<file path="config.mk">
export PLATFORM = sky130hd
export DESIGN_NAME = hoop_score_tracker
export DESIGN_NICKNAME = d
export VERILOG_FILES = /design/src/rtl/hoop_score_tracker.sv
export SDC_FILE = /design/constraint.sdc
export NUM_CORES = 1
export LEC_CHECK = 0
export CAP_MARGIN = 20
export CELL_PAD_IN_SITES_DETAIL_PLACEMENT = 1
export CELL_PAD_IN_SITES_GLOBAL_PLACEMENT = 1
export CORE_MARGIN = 1.5
export CORE_UTILIZATION = 43
export CTS_BUF_LIST = sky130_fd_sc_hd__clkbuf_8 sky130_fd_sc_hd__clkbuf_16
export CTS_CLUSTER_SIZE = 30
export DETAILED_ROUTE_END_ITERATION = 8
export GPL_ROUTABILITY_DRIVEN = 0
export PLACE_DENSITY_LB_ADDON = 0.1
export SLEW_MARGIN = 40
export SYNTH_ARGS = -nofsm -noshare
export SYNTH_HDL_FRONTEND = slang
export SYNTH_SLANG_ARGS = --single-unit
</file>
<file path="constraint.sdc">
create_clock -name clock -period 2.45 [get_ports clock]
set_input_delay 0.49 -clock clock [delete_from_list [all_inputs] [get_ports clock]]
set_output_delay 0.49 -clock clock [all_outputs]
set_load 0.02 [all_outputs]
</file>
<file path="src/rtl/hoop_score_tracker.sv">
// Hoop scoring stage: synchronise and debounce the break-beam switch, then count baskets into a saturating binary+BCD score while a game runs.
// Optional macro STREAK_BONUS_EN: a basket inside the streak window after the previous one adds 2.
module hoop_score_tracker #(
    parameter int DEBOUNCE_CYCLES = 500000,
    parameter int CNT_W           = 20,
    parameter bit SWITCH_ACT_LOW  = 1'b1,
    parameter int MAX_SCORE       = 99,
    parameter int STREAK_CYCLES   = 100000000
) (
    input  logic       clock,
    input  logic       reset,
    input  logic       in_switch,
    input  logic       game_start,
    input  logic       game_active,
    output logic [7:0] score,
    output logic [3:0] score_ones,
    output logic [3:0] score_tens,
    output logic       basket_pulse,
    output logic       running,
    output logic       final_valid
);

    // state       | meaning
    // DB_REL      | beam clear and stable
    // DB_CONF_HI  | beam broken, waiting for it to stay broken
    // DB_HELD     | beam broken and accepted (edge already issued)
    // DB_CONF_LO  | beam clear again, waiting for it to stay clear
    // G_IDLE      | no game since reset
    // G_RUN       | scoring window open
    // G_DONE      | game over, score frozen until the next start

    typedef enum logic [1:0] {DB_REL, DB_CONF_HI, DB_HELD, DB_CONF_LO} db_state_t;
    typedef enum logic [1:0] {G_IDLE, G_RUN, G_DONE} game_state_t;

    if ((2 ** CNT_W) <= DEBOUNCE_CYCLES || DEBOUNCE_CYCLES < 1 || MAX_SCORE < 1 ||
        MAX_SCORE > 99 || STREAK_CYCLES < 1) begin : g_param_check
        $error("hoop_score_tracker: parameter set out of range");
    end

    localparam logic             IDLE_LVL = SWITCH_ACT_LOW;
    localparam logic [CNT_W-1:0] DB_LOAD  = CNT_W'(DEBOUNCE_CYCLES - 1);
    localparam logic [7:0]       SAT      = 8'(MAX_SCORE);

    logic              sync_0, sync_1, hit;
    db_state_t         db_state, db_next;
    logic [CNT_W-1:0]  db_cnt, db_cnt_next;
    logic              edge_set, edge_q;
    game_state_t       game_state, game_next;
    logic              fin_set, count_en, bonus;
    logic [15:0]       step1, step2;

    always_ff @(posedge clock or posedge reset) begin
        if (reset) begin
            sync_0 <= IDLE_LVL;
            sync_1 <= IDLE_LVL;
        end else begin
            sync_0 <= in_switch;
            sync_1 <= sync_0;
        end
    end

    assign hit = sync_1 ^ SWITCH_ACT_LOW;

    always_ff @(posedge clock or posedge reset) begin
        if (reset) begin
            db_state <= DB_REL;
            db_cnt   <= '0;
            edge_q   <= 1'b0;
        end else begin
            db_state <= db_next;
            db_cnt   <= db_cnt_next;
            edge_q   <= edge_set;
        end
    end

    always_comb begin
        db_next     = db_state;
        db_cnt_next = db_cnt;
        edge_set    = 1'b0;
        case (db_state)
            DB_REL: begin
                if (hit) begin
                    db_next     = DB_CONF_HI;
                    db_cnt_next = DB_LOAD;
                end
            end
            DB_CONF_HI: begin
                if (!hit) begin
                    db_next = DB_REL;
                end else if (db_cnt == '0) begin
                    db_next  = DB_HELD;
                    edge_set = 1'b1;
                end else begin
                    db_cnt_next = db_cnt - CNT_W'(1);
                end
            end
            DB_HELD: begin
                if (!hit) begin
                    db_next     = DB_CONF_LO;
                    db_cnt_next = DB_LOAD;
                end
            end
            DB_CONF_LO: begin
                if (hit) begin
                    db_next = DB_HELD;
                end else if (db_cnt == '0) begin
                    db_next = DB_REL;
                end else begin
                    db_cnt_next = db_cnt - CNT_W'(1);
                end
            end
            default: db_next = DB_REL;
        endcase
    end

    always_ff @(posedge clock or posedge reset) begin
        if (reset) begin
            game_state <= G_IDLE;
        end else begin
            game_state <= game_next;
        end
    end

    always_comb begin
        game_next = game_state;
        fin_set   = 1'b0;
        if (game_start) begin
            game_next = G_RUN;
        end else if (game_state == G_RUN && !game_active) begin
            game_next = G_DONE;
            fin_set   = 1'b1;
        end
    end

    // A start pulse clears the score, so an edge landing on the same cycle is dropped.
    assign count_en = edge_q && (game_state == G_RUN) && !game_start;
    assign running  = (game_state == G_RUN);

    function automatic logic [15:0] bcd_step(input logic [15:0] cur);
        logic [7:0] s;
        logic [3:0] t;
        logic [3:0] o;
        {s, t, o} = cur;
        if (s < SAT) begin
            s = s + 8'd1;
            if (o == 4'd9) begin
                o = 4'd0;
                t = t + 4'd1;
            end else begin
                o = o + 4'd1;
            end
        end
        return {s, t, o};
    endfunction

    assign step1 = bcd_step({score, score_tens, score_ones});
    assign step2 = bcd_step(step1);

`ifdef STREAK_BONUS_EN
    localparam int                  STREAK_W    = $clog2(STREAK_CYCLES + 1);
    localparam logic [STREAK_W-1:0] STREAK_LOAD = STREAK_W'(STREAK_CYCLES - 1);

    logic                streak_live;
    logic [STREAK_W-1:0] streak_cnt;

    always_ff @(posedge clock or posedge reset) begin
        if (reset) begin
            streak_live <= 1'b0;
            streak_cnt  <= '0;
        end else if (game_start) begin
            streak_live <= 1'b0;
            streak_cnt  <= '0;
        end else if (count_en) begin
            streak_live <= 1'b1;
            streak_cnt  <= STREAK_LOAD;
        end else if (streak_live) begin
            if (streak_cnt == '0) begin
                streak_live <= 1'b0;
            end else begin
                streak_cnt <= streak_cnt - STREAK_W'(1);
            end
        end
    end

    assign bonus = streak_live;
`else
    assign bonus = 1'b0;
`endif

    always_ff @(posedge clock or posedge reset) begin
        if (reset) begin
            score        <= '0;
            score_tens   <= '0;
            score_ones   <= '0;
            basket_pulse <= 1'b0;
            final_valid  <= 1'b0;
        end else begin
            basket_pulse <= count_en;
            final_valid  <= fin_set;
            if (game_start) begin
                score      <= '0;
                score_tens <= '0;
                score_ones <= '0;
            end else if (count_en) begin
                {score, score_tens, score_ones} <= bonus ? step2 : step1;
            end
        end
    end

endmodule

</file>
==> impl.org, run 1 <==
** Finish
- Count of antenna diodes in the layout :: 0
- Fraction of final layout cells with drive strength greater than 1 :: 0.119
- Filler cell count :: between 500 and 600
- After the last flow step, the layout net total stands at roughly 280.
- Measured on the finished design, the core utilization comes to 0.541.
- Area Overhead vs Synth :: 21.5%

** Yosys
- Proportion of synthesized area in mux cells :: 0.0133
- Post-Synthesis Cells :: approximately 230
- XOR/XNOR Fraction of Synth Area :: 0.0736
- Fraction of the mapped netlist area in adder cells :: 0.0332
- Among all flip-flop cells after synthesis, the most frequent one is sky130_fd_sc_hd__dfrtp_1.
- During synthesis, Yosys emitted a total of 0 warnings.
- The synthesized design contains 45 register bits.
- Post-synthesis simple-gate area fraction :: 0.257
- For this run, the register share of the synthesized area comes to 0.499.
- Combined area of all synthesized cells :: about 2300 um^2
- In this run, distinct cell masters in the synthesized netlist total 46.
- When the netlist entered floorplanning its net count stood at 240.
- Share of flip-flops with an asynchronous set or reset after synthesis :: 1.00
- Synth top area cells :: sky130_fd_sc_hd__dfrtp_1, sky130_fd_sc_hd__nor2_1, sky130_fd_sc_hd__xnor2_1
- Syn avg cell area :: between 9 and 10 um^2
- Summed over all instances, the cell type with the most area after synthesis is sky130_fd_sc_hd__dfrtp_1.
- Proportion of netlist area held by the largest area contributor :: 0.476
- By area, the combinational part of the netlist is dominated by simple AND/OR/NAND/NOR gates.
- The post-synthesis compound-gate area fraction was 0.0963.
- The synthesized design contains 0 enable-type register cells.

** GRT
- Global-route total usage across every layer :: 0.212
- The number of antenna violations at the first check in global routing came to 0.
- Wire length of the first global-routing pass :: a little over 9 mm
- The number of global-route vias before repair came to 1873.
- Entering global routing, the biggest net connects 24 pins.
- Global routing finished with a remaining overflow of 0.

** Critical path
- STA classifies the critical path startpoint as a register.
- Critical Path Fanout Max :: 7
- Critical path data required time :: 2.64 ns
- Worst Setup End Kind :: register
- For the worst setup path, the data arrival time is roughly 2.5 ns.
- The critical path in this run is classified as reg2reg.

** Detailed routing
- In the routed design, unresolved DRC markers number 0.
- After detailed routing, the average wire length per cell comes to 15.5 um.
- The first TritonRoute pass finished after 4 iterations.
- Vias per inst :: roughly 5.3
- Detail Route Antenna Nets :: 0
- Summed over all layers, the routed wires come to around 5.3 mm.
- Vias after detailed routing :: approximately 1800
- The first routing iteration left 95 violations.

** Power
- Of the total power, the clock network draws 0.335.
- The share of total power dissipated in combinational logic is 0.076.
- Of the total power, registers draw 0.589.
- Summed over all cells, the static leakage comes to approximately 1.2 nW.
- Maximum vdd ir drop :: around 0.23 mV
- Net load switching power :: 0.328 mW
- Of the total power, the share spent switching nets is 0.250.
- Internal Dissipation :: ~1 mW
- PD cells :: 478 nW/um^2

** Floorplanning
- From left edge to right edge, the die measures roughly 76 um.
- 24 I/O pins were placed.
- Num rows :: 26
- CORE AREA :: about 5100 um^2
- Die outline area :: 5700 um^2
- Vert. Die Dim :: approximately 76 um
- For this configuration, the core starts out at a cell density of 0.446.

** Place
- Pre-CTS setup slack :: roughly 0.18 ns
- The HPWL after detailed placement is ~3.8 mm.
- Count of input and output buffers :: 23

** STA
- Final setup violation count :: 0
- Part of the cycle the worst path needs :: 0.919
- After routing, the total negative slack on setup checks comes to 0 ns.
- Setup Skew :: 0.00401 ns
- Minimum clock period :: approximately 2.3 ns
- Worst path setup slack after routing :: ~0.20 ns
- Setup repair after global routing left no endpoint under its margin.
- The final hold violation count is 0.
- Highest achievable clock rate :: around 440 MHz
- Max-slew violation count :: 0
- Headroom to the max-slew limit :: 0.627
- Worst-margin pin slew :: 0.555 ns

** Clocking
- Clock-pin slew was measured on the worst setup and hold paths at 0.08 ns.
- CTS tree :: done
- Counting along the longest clock path gives a buffer depth of 2.
- In this run the number of H-tree levels came out at 2.
- The tree built by TritonCTS fans out to 45 sinks.
- TritonCTS Buffers :: 5
- Later-pin clock latency in the skew report :: between 0.2 and 0.3 ns
- The tree is rooted in a sky130_fd_sc_hd__clkbuf_8.

** Worst hold path
- In this run the worst hold path is classified as reg2reg.

** Flow run
- Max-cap violations in this run came to 0.

** Run status
- The flow ran to the end, and the final reports show no timing, DRC or antenna violations.
kinds of logic (layout without fill, tap and decap cells):
group | count (synthesis) | count (layout)
buf+inv | 15 | 55
mux | 3 | 3
simple gates | 110 | 110
fa+ha+maj | 6 | 6
flops | 45 | 45
compound gates | 31 | 31
xor+xnor | 19 | 19
metrics by stage:
step,cell area [um^2],total power [mW],instances,hold WS [ns]
global placement,2660,0.886,330,0.349
finish,2750,1.31,339,0.362
detailed placement,2660,0.888,330,0.349
CTS,2740,1.33,338,0.364
floorplan,2260,0.842,229,0.345
global route,2750,1.37,339,0.368
sequential cells by signal, indices dropped and copies added, names as in the netlist, named ones only:
signal and count:
final_valid 1, db_state 1, sync_0 1, score_ones 4
sync_1 1, edge_q 1, basket_pulse 1, score 8
game_state 2, score_tens 4, db_cnt 20
area by class of cell:
cell class / count / area (um^2) / share of cell area
sequential: 45 / 1130 / 0.411
multi-input combinational: 169 / 1070 / 0.391
timing repair buffer: 38 / 343 / 0.125
tap: 70 / 87.6 / 0.0319
clock buffer: 5 / 68.8 / 0.0250
inverter: 9 / 33.8 / 0.0123
clock inverter: 3 / 11.3 / 0.00410
per-layer routing:
metal | up-vias | track usage | part of all wire
met2 | 22 | 0.327 | 0.45
met1 | 901 | 0.306 | 0.51
met5 | - | 0 | 0
met3 | 6 | 0.0357 | 0.025
li1 | 884 | - | -
met4 | 0 | 0.0655 | 0.012
cell usage in the layout (no fill, tap or decap), types with 5 or more instances in the layout:
master and count:
sky130_fd_sc_hd__nor2_1 36, sky130_fd_sc_hd__dfrtp_1 43, sky130_fd_sc_hd__xnor2_1 12, sky130_fd_sc_hd__nor4_1 5, sky130_fd_sc_hd__nand3_1 7, sky130_fd_sc_hd__clkdlybuf4s50_1 23
sky130_fd_sc_hd__xor2_1 7, sky130_fd_sc_hd__clkbuf_8 5, sky130_fd_sc_hd__inv_1 11, sky130_fd_sc_hd__or3_1 6, sky130_fd_sc_hd__a21oi_1 11, sky130_fd_sc_hd__nor3_1 7
sky130_fd_sc_hd__ha_1 6, sky130_fd_sc_hd__buf_4 15, sky130_fd_sc_hd__nand2_1 21
power by group through the flow:
stage	registers (mW)	logic (mW)	clock network, mW
after global routing	0.776	0.114	0.480
final	0.773	0.0997	0.440
after CTS	0.773	0.102	0.452
after global placement	0.786	0.0994	0
after detailed placement	0.787	0.102	0
after floorplan	0.784	0.0582	0
worst max-delay path: stages (launching register included):
cell and delay [ns]:
sky130_fd_sc_hd__dfrtp_1 0.45, sky130_fd_sc_hd__or4_4 0.59, sky130_fd_sc_hd__nor4b_4 0.41, sky130_fd_sc_hd__nand4b_1 0.19, sky130_fd_sc_hd__or3_1 0.39, sky130_fd_sc_hd__o21a_1 0.11
cells in the mapped netlist, types with 2 or more instances:
cell type and instances:
sky130_fd_sc_hd__ha_1 6, sky130_fd_sc_hd__or4_4 2, sky130_fd_sc_hd__nor3_1 7, sky130_fd_sc_hd__a211oi_1 4, sky130_fd_sc_hd__nand4b_1 2, sky130_fd_sc_hd__nand4_1 4
sky130_fd_sc_hd__clkbuf_1 4, sky130_fd_sc_hd__a31oi_1 2, sky130_fd_sc_hd__nand2_1 21, sky130_fd_sc_hd__a21oi_1 11, sky130_fd_sc_hd__inv_1 9, sky130_fd_sc_hd__o21ai_0 4
sky130_fd_sc_hd__dfrtp_1 43, sky130_fd_sc_hd__xnor2_1 12, sky130_fd_sc_hd__dfstp_2 2, sky130_fd_sc_hd__nor4b_1 2, sky130_fd_sc_hd__or4_1 3, sky130_fd_sc_hd__xor2_1 7
sky130_fd_sc_hd__mux2i_1 3, sky130_fd_sc_hd__nor4_1 5, sky130_fd_sc_hd__and3_1 3, sky130_fd_sc_hd__nand2b_1 2, sky130_fd_sc_hd__or3_1 6, sky130_fd_sc_hd__nor2b_1 2
sky130_fd_sc_hd__nor2_1 36, sky130_fd_sc_hd__nand3_1 7
path summary, 6_finish.rpt:
path                            cells after the start                     end                  start  slack, ns
worst min-delay path                                0        sync_1$_DFF_PP1_       sync_0$_DFF_PP1_       0.36
worst min register to register                      0        sync_1$_DFF_PP1_       sync_0$_DFF_PP1_       0.36
min in group asynchronous                           2  db_cnt[11]$_DFFE_PP0P_                  reset       0.52
worst max register to register                      5  db_cnt[16]$_DFFE_PP0P_  db_cnt[2]$_DFFE_PP0P_       0.20
worst max-delay path                                5  db_cnt[16]$_DFFE_PP0P_  db_cnt[2]$_DFFE_PP0P_       0.20
max in group asynchronous                           3        sync_1$_DFF_PP1_                  reset       1.30
timing repair:
item                                    4_1_cts  5_1_grt
hold buffers                                  0        0
buffers inserted                              0        1
resized for setup                             0        1
endpoints found under the setup margin        0        2
Power figures use the tool's default switching activity.
==> run 2: changes to the inputs <==
--- a/config.mk
+++ b/config.mk
@@ -14,8 +14,8 @@
 export CTS_CLUSTER_SIZE = 30
 export DETAILED_ROUTE_END_ITERATION = 8
 export GPL_ROUTABILITY_DRIVEN = 0
+export MAX_ROUTING_LAYER = met4
 export PLACE_DENSITY_LB_ADDON = 0.1
-export SLEW_MARGIN = 40
 export SYNTH_ARGS = -nofsm -noshare
 export SYNTH_HDL_FRONTEND = slang
 export SYNTH_SLANG_ARGS = --single-unit
==> impl.org, run 2 (synthesis gave the netlist of run 1 again) <==
** Finish
- Commonest non-fill, non-tap cells in the layout :: sky130_fd_sc_hd__dfrtp_1, sky130_fd_sc_hd__nor2_1, sky130_fd_sc_hd__clkdlybuf4s50_1, sky130_fd_sc_hd__nand2_1, sky130_fd_sc_hd__buf_4
- Post-layout instance area :: 2750 um^2
- For this run, the post-layout net count is roughly 280.
- Of the cells placed in the final design, the portion with a size suffix greater than 1 is 0.119.
- The library cell used most frequently in the layout, excluding fill and tap cells, is sky130_fd_sc_hd__dfrtp_1.
- The register with the most flip-flops in the layout has 20 of them.
- Ranked by flip-flop count, first place goes to db_cnt.
- Area Overhead vs Synth :: 21.5%
- The largest registers in the layout are db_cnt (20), score (8).
- Count of antenna diodes in the layout :: 0

** Floorplanning
- The floorplan step set the die height to between 70 and 80 um.
- For this configuration, the core starts out at a cell density of 0.446.
- Boundary pin count :: 24
- Num rows :: 26
- X dimension of the die :: roughly 76 um
- CORE AREA :: about 5100 um^2
- Die outline area :: approximately 5700 um^2

** Clocking
- Clock tree buffer depth :: 2
- Clock tree root buffer cell :: sky130_fd_sc_hd__clkbuf_8
- Counting every sink on the clock net gives 45.
- Clock-pin slew was measured on the worst setup and hold paths at approximately 0.08 ns.
- The number of hold buffers added after CTS was 0.
- Counting the buffers created by CTS gives 5.
- CTS tree :: done
- Clock H-tree levels :: 2
- Clock latency on the worst-skew pair, taken at its later pin, is between 0.2 and 0.3 ns.

** Power
- Clock network fraction of total power :: 0.335
- Relative contribution of combinational cells to total power :: 0.076
- The analysis attributes to net switching a power of 0.328 mW.
- After layout, the design draws a total of 1.31 mW.
- Maximum vdd ir drop :: 0.232 mV
- The share of total power dissipated in sequential elements is 0.589.
- In this run the power density over the cells is around 480 nW/um^2.
- Leakage dissipation :: ~1.2 nW
- Of the total power, the share spent switching nets is 0.250.
- Internal Dissipation :: between 0.9 and 1 mW

** Critical path
- The slowest stage of the critical path is the sky130_fd_sc_hd__or4_4 cell.
- Tracing the worst setup path back leads to its startpoint at db_cnt[2]$_DFFE_PP0P_.
- Of all nets on the critical path, the largest fanout is 7.
- The startpoint identified for the worst register-to-register timing path is db_cnt[2]$_DFFE_PP0P_.
- The setup path with the least slack is of type reg2reg.
- The worst setup path is launched from a register.
- Max stage delay on crit path :: a little under 0.6 ns
- Data on the critical path arrives at its endpoint at 2.45 ns.
- Data on the critical path is required at its endpoint by about 2.6 ns.
- Worst Setup End Kind :: register
- The signal on the critical path passes through or4_4, nor4b_4, nand4b_1, or3_1, o21a_1.

** Detailed routing
- The detail route stage leaves a number of antenna-violating nets equal to 0.
- The pre-antenna-repair detailed-routing pass consisted of 4 iterations.
- Detailed router's first-iteration violation count :: 95
- In the final routed layout, each cell accounts on average for around 16 um.
- Detailed-route wire length :: around 5.3 mm
- Vias per inst :: around 5.3
- Vias after detailed routing :: roughly 1800
- Residual DRC count :: 0

** STA
- Highest achievable clock rate :: between 400 and 500 MHz
- RSZ-0062 raised after global routing :: no
- The final hold violation count is 0.
- Of the available clock period, the critical path in the final layout requires 0.919.
- Headroom to the max-slew limit :: 0.627
- Final setup violation count :: 0
- Worst path setup slack after routing :: 0.198 ns
- Minimum clock period :: ~2.3 ns
- The max-slew violation total from the final report was 0.
- Adding up every negative setup slack in the final design gives 0 ns.
- Setup Skew :: 0.00401 ns
- At the pin with the least slew margin, the transition time is about 0.55 ns.

** Place
- Post-detailed-placement half-perimeter wirelength :: roughly 3.8 mm
- Input and output buffers added on the ports amount to 23.
- In this run the cell area measured after placement is about 2700 um^2.
- Pre-CTS setup slack :: roughly 0.18 ns

** Flow run
- Number of maximum-capacitance violations :: 0

** GRT
- Antenna violations before repair :: 0
- Remaining global-route overflow :: 0
- The number of global-route vias before repair was around 1900.
- Maximum number of pins on one net before global-route repair :: 24
- The first global-routing pass estimated 9.06 mm of wire.
- Global-route total usage across every layer :: 0.218

** Run status
- Result of the run :: completed

** Worst hold path
- Startpoint of the lowest-slack hold path :: sync_0$_DFF_PP1_
- The path class of the tightest hold or removal check is reg2reg.
==> run 2: path summary, 6_finish.rpt <==
kind,endpoint,slack (ns),cells after the start
worst max-delay path,db_cnt[16]$_DFFE_PP0P_,0.20,5
worst min-delay path,sync_1$_DFF_PP1_,0.36,0
worst max register to register,db_cnt[16]$_DFFE_PP0P_,0.20,5
worst min register to register,sync_1$_DFF_PP1_,0.36,0
max in group asynchronous,sync_1$_DFF_PP1_,1.30,3
min in group asynchronous,db_cnt[11]$_DFFE_PP0P_,0.52,2
==> run 2: routing by layer <==
layer | part of all wire | global-route usage | wire length [um] | vias to the layer above
li1 | - | - | - | 884
met1 | 0.51 | 0.306 | 2700 | 901
met2 | 0.45 | 0.327 | 2370 | 22
met3 | 0.025 | 0.0357 | 134 | 6
met4 | 0.012 | 0.0655 | 65 | 0
met5 | 0 | - | 0 | -
==> run 2: cell type report <==
type                    count  area, um^2
multi-input cells         169        1070
inverters                   9        33.8
well taps                  70        87.6
fillers                   589        2330
clock buffers               5        68.8
flip-flops and latches     45        1130
clock inverters             3        11.3
repair buffers             38         343
==> run 2: power groups by stage <==
stage	Combinational [mW]	Clock, mW	Sequential, mW
global placement	0.0994	0	0.786
floorplan	0.0582	0	0.784
detailed placement	0.102	0	0.787
CTS	0.102	0.452	0.773
finish	0.0997	0.440	0.773
global route	0.114	0.480	0.776
==> run 2: what timing repair did <==
item                                    in CTS  in global routing
setup buffers                                0                  1
endpoints found under the hold margin        0                  0
resized for setup                            0                  1
endpoints found under the setup margin       0                  2
==> run 2: worst max-delay path: cells and delay by family, from the launching register on <==
kind	cells	cell delay [ns]
and+or+nand+nor	4	1.58
DFF	1	0.45
AOI/OAI and AO/OA	1	0.11
==> run 2: through the flow <==
step                hold slack, ns  utilization  std cells
floorplan                    0.345            -        229
CTS                          0.364        0.539        338
detailed placement           0.349        0.523        330
global placement             0.349        0.523        330
global route                 0.368        0.541        339
finish                       0.362        0.541        339
